`src/rtl/uart_fifo_pkg.sv`:
```
// Shared helpers for the FIFO pointer synchronizer: Gray decode, Hamming distance and
// the legal range of synchronizer depths.
package uart_fifo_pkg;

  localparam int unsigned NUM_STAGES_MIN = 2;
  localparam int unsigned NUM_STAGES_MAX = 4;
  localparam int unsigned PTR_WIDTH_MIN  = 2;
  localparam int unsigned PTR_WIDTH_MAX  = 16;

  // Callers zero-extend narrower pointers; leading zeros do not change the low bits.
  function automatic logic [PTR_WIDTH_MAX-1:0] gray2bin(input logic [PTR_WIDTH_MAX-1:0] gray);
    logic [PTR_WIDTH_MAX-1:0] bin;
    bin[PTR_WIDTH_MAX-1] = gray[PTR_WIDTH_MAX-1];
    for (int i = PTR_WIDTH_MAX - 2; i >= 0; i--) begin
      bin[i] = bin[i+1] ^ gray[i];
    end
    return bin;
  endfunction

  function automatic int unsigned hamming(input logic [PTR_WIDTH_MAX-1:0] a,
                                          input logic [PTR_WIDTH_MAX-1:0] b);
    logic [PTR_WIDTH_MAX-1:0] diff;
    int unsigned              cnt;
    diff = a ^ b;
    cnt  = 0;
    for (int i = 0; i < PTR_WIDTH_MAX; i++) begin
      if (diff[i]) cnt++;
    end
    return cnt;
  endfunction

endpackage

```
`src/rtl/uart_fifo_sync_chain.sv`:
```
// Multi-flop synchronizer chain for a Gray-coded pointer crossing into this clock domain.
module uart_fifo_sync_chain #(
  parameter int unsigned WIDTH      = 4,
  parameter int unsigned NUM_STAGES = 2
) (
  input  logic             i_fifo_dfsync_clk,
  input  logic             i_fifo_dfsync_rst_n,
  input  logic [WIDTH-1:0] i_sync_d,
  output logic [WIDTH-1:0] o_sync_q
);

  logic [WIDTH-1:0] stage_q [NUM_STAGES];

  always_ff @(posedge i_fifo_dfsync_clk or negedge i_fifo_dfsync_rst_n) begin
    if (!i_fifo_dfsync_rst_n) begin
      for (int k = 0; k < NUM_STAGES; k++) stage_q[k] <= '0;
    end else begin
      stage_q[0] <= i_sync_d;
      for (int k = 1; k < NUM_STAGES; k++) stage_q[k] <= stage_q[k-1];
    end
  end

  assign o_sync_q = stage_q[NUM_STAGES-1];

endmodule

```
`src/rtl/uart_fifo_ptr_sync.sv`:
```
// Gray pointer synchronizer with registered binary output, change pulse, warm-up valid
// and a sticky flag for multi-bit (non-Gray) pointer moves.
module uart_fifo_ptr_sync
  import uart_fifo_pkg::*;
#(
  parameter int unsigned PTR_WIDTH  = 4,
  parameter int unsigned NUM_STAGES = 2
) (
  input  logic                 i_fifo_dfsync_clk,
  input  logic                 i_fifo_dfsync_rst_n,
  input  logic [PTR_WIDTH-1:0] i_fifo_dfsync_gray,
  input  logic                 i_fifo_dfsync_err_clr,
  output logic [PTR_WIDTH-1:0] o_fifo_dfsync_gray,
  output logic [PTR_WIDTH-1:0] o_fifo_dfsync_bin,
  output logic                 o_fifo_dfsync_chg,
  output logic                 o_fifo_dfsync_valid,
  output logic                 o_fifo_dfsync_err
);

  localparam int unsigned          CNT_WIDTH = $clog2(NUM_STAGES + 2);
  localparam logic [CNT_WIDTH-1:0] CNT_DONE  = CNT_WIDTH'(NUM_STAGES + 1);

  if (NUM_STAGES < NUM_STAGES_MIN || NUM_STAGES > NUM_STAGES_MAX) begin : g_bad_stages
    $error("uart_fifo_ptr_sync: NUM_STAGES must be in 2..4");
  end
  if (PTR_WIDTH < PTR_WIDTH_MIN || PTR_WIDTH > PTR_WIDTH_MAX) begin : g_bad_width
    $error("uart_fifo_ptr_sync: PTR_WIDTH must be in 2..16");
  end

  logic [PTR_WIDTH-1:0] sync_gray;
  logic [PTR_WIDTH-1:0] gray_q, gray_d;
  logic [PTR_WIDTH-1:0] bin_q, bin_d;
  logic [CNT_WIDTH-1:0] cnt_q, cnt_d;
  logic                 chg_q, chg_d;
  logic                 err_q, err_d;
  logic                 valid;
  logic                 violation;

  uart_fifo_sync_chain #(
    .WIDTH      (PTR_WIDTH),
    .NUM_STAGES (NUM_STAGES)
  ) u_sync_chain (
    .i_fifo_dfsync_clk   (i_fifo_dfsync_clk),
    .i_fifo_dfsync_rst_n (i_fifo_dfsync_rst_n),
    .i_sync_d            (i_fifo_dfsync_gray),
    .o_sync_q            (sync_gray)
  );

  assign valid = (cnt_q == CNT_DONE);

  always_comb begin
    gray_d    = sync_gray;
    bin_d     = PTR_WIDTH'(gray2bin(PTR_WIDTH_MAX'(sync_gray)));
    cnt_d     = cnt_q;
    chg_d     = 1'b0;
    err_d     = err_q;
    violation = 1'b0;
    if (!valid) cnt_d = cnt_q + CNT_WIDTH'(1);
    // Before warm-up ends the output still holds its reset value, so moves are not real.
    if (valid) begin
      chg_d     = (sync_gray != gray_q);
      violation = (hamming(PTR_WIDTH_MAX'(sync_gray), PTR_WIDTH_MAX'(gray_q)) >= 2);
    end
    if (i_fifo_dfsync_err_clr) err_d = 1'b0;
    if (violation)             err_d = 1'b1;
  end

  always_ff @(posedge i_fifo_dfsync_clk or negedge i_fifo_dfsync_rst_n) begin
    if (!i_fifo_dfsync_rst_n) begin
      gray_q <= '0;
      bin_q  <= '0;
      cnt_q  <= '0;
      chg_q  <= 1'b0;
      err_q  <= 1'b0;
    end else begin
      gray_q <= gray_d;
      bin_q  <= bin_d;
      cnt_q  <= cnt_d;
      chg_q  <= chg_d;
      err_q  <= err_d;
    end
  end

  assign o_fifo_dfsync_gray  = gray_q;
  assign o_fifo_dfsync_bin   = bin_q;
  assign o_fifo_dfsync_chg   = chg_q;
  assign o_fifo_dfsync_valid = valid;
  assign o_fifo_dfsync_err   = err_q;

endmodule

```
`config.mk`:
```
export PLATFORM = sky130hd
export DESIGN_NAME = uart_fifo_ptr_sync
export DESIGN_NICKNAME = d
export VERILOG_FILES = /design/src/rtl/uart_fifo_pkg.sv /design/src/rtl/uart_fifo_sync_chain.sv /design/src/rtl/uart_fifo_ptr_sync.sv
export SDC_FILE = /design/constraint.sdc
export NUM_CORES = 1
export LEC_CHECK = 0
export BUFFER_PORTS_ARGS = -buffer_cell sky130_fd_sc_hd__buf_2
export CAP_MARGIN = 10
export CORE_MARGIN = 8
export CORE_UTILIZATION = 44
export DETAILED_ROUTE_END_ITERATION = 8
export PLACE_DENSITY_LB_ADDON = 0.12
export SLEW_MARGIN = 25
export SYNTH_ARGS = -nofsm -noshare
export SYNTH_HDL_FRONTEND = slang
export SYNTH_SLANG_ARGS = --single-unit
```
`constraint.sdc`:
```
create_clock -name i_fifo_dfsync_clk -period 1.9 [get_ports i_fifo_dfsync_clk]
set_clock_uncertainty 0.1 [all_clocks]
set_input_delay 0.095 -clock i_fifo_dfsync_clk [delete_from_list [all_inputs] [get_ports i_fifo_dfsync_clk]]
set_output_delay 0.095 -clock i_fifo_dfsync_clk [all_outputs]
set_load 0.005 [all_outputs]
```
Word level (Yosys, flattened, before mapping)
Cells that the tools add are included.

operators by class
  add/subtract/negate cells = 16
  multipliers = 0
  divide/modulo/power cells = 0
  magnitude comparators = 1
  equal/unequal tests = 2
  shift operators = 0
  mux-type cells = 36
  bitwise logic cells = 4
  reductions and logical operators = 1

operator list
  cell                                                                 count
  2-to-1 mux 32 bit                                                    31
  adder 32 x 1 -> 32 bit (second input constant)                       15
  greater-or-equal comparator 32 x 2 -> 1 bit (second input constant)  1
  2-to-1 mux 1 bit                                                     5
  != test 4 bit                                                        1
  XOR 4 bit                                                            1
  XOR 1 bit                                                            3
  adder 2 x 1 -> 2 bit (second input constant)                         1
  == test 2 bit (second input constant)                                1
  nonzero test 2 bit                                                   1

storage, ports and cells
  register bits = 20
  latch bits = 0
  bits in writable memories = 0
  bits in read-only memories = 0
  output and inout bits = 11
  word-level logic and storage cells = 67
  memories kept = 0

Depth between registers and ports, before layout
  depth after elaboration = 51
  depth in mapped cells = 8
  depth with buffers taken out = 8

Hierarchy
From an unflattened synthesis, not the netlist that was laid out.

unflattened totals
  cell total of the unflattened synthesis = 54
  area total of the unflattened synthesis = 734.5 um^2

by module, submodules not included
  module                instances  cells an instance  area each (um^2)  seq. area each (um^2)
  uart_fifo_ptr_sync    1          42                 504.2             275.3
  uart_fifo_sync_chain  1          12                 230.2             200.2

Least setup slack after synthesis
Ideal clock, no wire load.

  kind = register to register
  from = register gray_q[0] (netlist: o_fifo_dfsync_gray[0])
  to = register err_q (netlist: o_fifo_dfsync_err)
  data arrival time = 1,657 ps
  path slack = 10 ps
  stages on the path, launching flop included = 7
  path buffers = 0
  clock period less this slack = 1,890 ps
  cells stage by stage = dfrtp_1 xor2_1 ha_1 xnor2_1 ha_1 nor4b_2 o22ai_1

on the way
  cells in the longest elaborated chain, start to end = 51

RTL lines
  item                                                    RTL line                  source
  from (decl)                                             uart_fifo_ptr_sync.sv:31  logic [PTR_WIDTH-1:0] gray_q, gray_d;
  from (signal assigned)                                  uart_fifo_ptr_sync.sv:76  gray_q <= gray_d;
  XOR 4 bit *                                             uart_fifo_pkg.sv:24       diff = a ^ b;
  2-to-1 mux 1 bit *                                      uart_fifo_pkg.sv:27       if (diff[i]) cnt++;
  2-to-1 mux 32 bit *                                     uart_fifo_ptr_sync.sv:60  if (valid) begin
  adder 32 x 1 -> 32 bit                                  uart_fifo_pkg.sv:27
  2-to-1 mux 32 bit *                                     uart_fifo_pkg.sv:27
  2-to-1 mux 32 bit *                                     uart_fifo_ptr_sync.sv:60
  adder 32 x 1 -> 32 bit                                  uart_fifo_pkg.sv:27
  2-to-1 mux 32 bit *                                     uart_fifo_pkg.sv:27
  (+35 left out)                                          --
  2-to-1 mux 32 bit *                                     uart_fifo_pkg.sv:27
  2-to-1 mux 32 bit *                                     uart_fifo_ptr_sync.sv:60
  adder 32 x 1 -> 32 bit                                  uart_fifo_pkg.sv:27
  2-to-1 mux 32 bit *                                     uart_fifo_pkg.sv:27
  2-to-1 mux 32 bit *                                     uart_fifo_ptr_sync.sv:60
  greater-or-equal comparator 32 x 2 -> 1 bit *           uart_fifo_ptr_sync.sv:62  violation = (hamming(PTR_WIDTH_MAX'(sync_gray), PTR_WIDTH_MAX'(gray_q)) >= 2);
  2-to-1 mux 1 bit *                                      uart_fifo_ptr_sync.sv:60
  2-to-1 mux 1 bit or nonzero test 2 bit (tied branches)  --
  to (signal assigned)                                    uart_fifo_ptr_sync.sv:80  err_q <= err_d;
  to (decl)                                               uart_fifo_ptr_sync.sv:35  logic err_q, err_d;

Every way passes the cells marked *; elsewhere a longest branch is shown, timed or not. The select of a mux whose other input is x is not followed.
A chain may end at the register's enable or synchronous reset.

Final worst setup path
Ends and elaborated chain as after synthesis.

==> results.md <==
- Cell Int Power: 605 uW
- Net count, final: 92
- RSZ-0062 raised after global routing: true
- Ys flop type: dfrtp_1
- Most frequent cell after synthesis: dfrtp_1
- Final min period: ~1.9 ns
- Critical setup path kind: reg -> reg
- Rows: 14
- Initial antenna violation count: 0
- Sequential cell area fraction in the yosys report: 0.673
- Max-slew headroom: 0.734
- Largest net degree at the start of global routing: 20
- CTS Buffer Depth: 2
- Clk pwr share: 0.239
- Top delay family on crit path: flip-flops
- Crit path cell chain: xor2_1 > ha_1 > buf_4 > buf_4 > nand2_1 > nor3_1 > nor4b_2 > o22ai_1
- Routed len/inst: between 10 and 15 um
- DR vias: 449
- Grt ovf: 0
- Core Region: 1510 sq um
- Diodes inserted: 0
- CTS buffer count: 3
- DR vias/cell: 4.63
- Type of origin of the critical path: register
- Synth Net Count: 58
- Iteration-0 DRC Markers: 3
- Total Power: ~800 uW
- Leak pwr: 0.450 nW
- Die Span X: 56.1 um
- Die area: 3150 sq um
- Post-Synthesis Cells: 48
- Hold Vio Cnt, Final: 0
- DIE HEIGHT: ~56 um
- I/O pins: 18
- Final worst-path cycle share: 0.990
- Antenna violation net count after detailed routing: 0
- Core Util, Final: 0.633
- Slew @ Worst Pin: 0.399 ns
- Fraction of the mapped netlist area in adder cells: 0.0531
- Largest family of logic cells by synthesized area: XOR/XNOR gates
- Area contributors post-synth: dfrtp_1, xor2_1, ha_1
- Gpl congestion: between 0.7 and 0.8
- VDD IR max: just over 0.0005 V
- Cell taking the most area after synthesis: dfrtp_1
- EDFF count, synth: 0
- Pwr dens: 837 nW/um^2
- Starting Density: 0.469
- Syn_area_per_cell: about 15 sq um
- Dpl cells: 86
- Worst path slowest cell: dfrtp_1
- Final setup viols: 0
- DRC violation count after routing: 0
- Type of the worst min-delay path: in -> async
- CTS tree: built
- Skew-Pair Late Insertion Delay: 0.28 ns
- Synthesis-to-layout area growth: 34.9%
- Crit. Startpoint: o_fifo_dfsync_gray[0]
- Logic gate share of total power: 0.201
- Fillers: 126
- Global-route wire length before repair: 2090 um
- Fmax: 531 MHz
- CP max FO: 2
- Vias in the first global route: 491
- Arr. time, crit path: ~2 ns
- Status: finished clean
- FF-to-FF Start: o_fifo_dfsync_gray[0]
- Clk pin slew, worst setup/hold paths: around 0.10 ns
- Routed WL: 1160 um
- Ratio of cells with drive above 1 in the final layout: 0.395
- Fraction of registers with async set/reset: 1.00
- Synth top area share: 0.673
- CP required: ~2 ns
- CP most frequent cell: buf_4
- Switching share of power: 0.242
- Yosys reg bits: 19
- Mux contribution to synthesized area: 0.0159
- Pins Over Slew Limit: 0
- Slowest stage delay, CP: 0.40 ns
- Port Buffers: 17
- Clock Sinks: 19
- Reported net switching power: around 190 uW
- Post-route cell area: 953 sq um
- Area share of xor/xnor cells in the synthesized design: 0.135
- Register share of total power: 0.560
- Maxcap violations: 0
- Simple-gate share of the synthesized area: 0.0442
- Htree depth: 1
- Pre-antenna DRT Iters: 2
- GRT Total Usage: 0.0787
- Post-synthesis cell area: 707 sq um
- Final std cells w/o fill: 97
- Yosys warns: 0
- Clk root buf: clkbuf_4
- Synth Area in Compound Gates: 0.0584
- Most frequent cells after synthesis: dfrtp_1, xor2_1, xnor2_1
- DP Area: 850 sq um
- Worst path bufs/invs: 2
- DP HPWL: 874 um
- Netlist cell types: 17
- Critical Path End Type: register
==> registers in the layout, indices dropped and copies added, names as in the netlist <==
signal	count
o_fifo_dfsync_bin	4
o_fifo_dfsync_gray	3
cnt_q	2
u_sync_chain.o_sync_q	4
u_sync_chain.stage_q	4
o_fifo_dfsync_chg	1
o_fifo_dfsync_err	1
==> cell families (layout without fill, tap and decap cells) <==
group                    count (synthesis)  in the layout
AND/OR/NAND/NOR                          5              5
adder cells (fa/ha/maj)                  3              3
buffers and inverters                    3             36
multiplexers                             1              1
AO/OA/AOI/OAI                            7              7
flip-flops                              19             19
XOR/XNOR                                10             10
==> cell usage in the layout (no fill, tap or decap), drive strengths merged <==
cell type     n
a31oi         1
nor2          2
inv           2
a31o          1
dfrtp        19
nor4b         1
nand2         1
clkbuf        4
buf          24
mux2          1
dlygate4sd3   6
a21oi         1
xor2          6
o22ai         1
nor3          1
o21ai         3
xnor2         4
ha            3
==> power groups by stage <==
stage	Combinational (mW)	Sequential [mW]	Clock, mW
after CTS	0.150	0.447	0.201
after floorplan	0.0715	0.459	0
after detailed placement	0.141	0.455	0
after global routing	0.178	0.451	0.214
after global placement	0.138	0.455	0
final	0.161	0.447	0.191
==> stage by stage <==
| step | setup TNS, ns | worst slack (ns) | hold slack [ns] |
|---|---|---|---|
| floorplan | 0 | 0.0103 | -0.301 |
| global placement | -0.00708 | -0.00708 | -0.0512 |
| detailed placement | -0.0104 | -0.0104 | -0.0427 |
| CTS | 0 | 0.0142 | 0.175 |
| global route | -0.0442 | -0.0442 | 0.211 |
| finish | 0 | 0.0184 | 0.162 |
==> final timing paths <==
kind	end	slack, ns	cells after the start
max in group asynchronous	o_fifo_dfsync_gray[2]	1.26	2
min in group i_fifo_dfsync_clk	u_sync_chain.o_sync_q[1]	0.26	0
hold reg to reg	u_sync_chain.o_sync_q[1]	0.26	0
hold / removal	o_fifo_dfsync_bin[2]	0.16	2
setup reg to reg	o_fifo_dfsync_err	0.02	8
setup / recovery	o_fifo_dfsync_err	0.02	8
==> metal layers <==
metal,global-route usage,part of all wire,vias to the layer above
li1,-,-,229
met1,0.0792,0.45,207
met2,0.133,0.48,13
met3,0.0342,0.073,0
met4,0.0412,0,0
met5,0,0,-
==> final cells by class <==
cell class,count,area [sq um],share of cell area
clock buffer,4,26.3,0.0276
inverter,2,7.51,0.00787
multi-input combinational,26,226,0.238
sequential,19,475,0.499
tap,16,20.0,0.0210
timing repair buffer,30,198,0.207
==> what timing repair did <==
action / CTS / global route
pin swaps: 4 / 4
setup endpoints to repair: 1 / 1
buffers inserted: 0 / 1
hold buffers: 6 / 0
gates resized for setup: 0 / 2
hold endpoints to repair: 24 / 0
No activity file was read; power rests on OpenSTA's default activity.
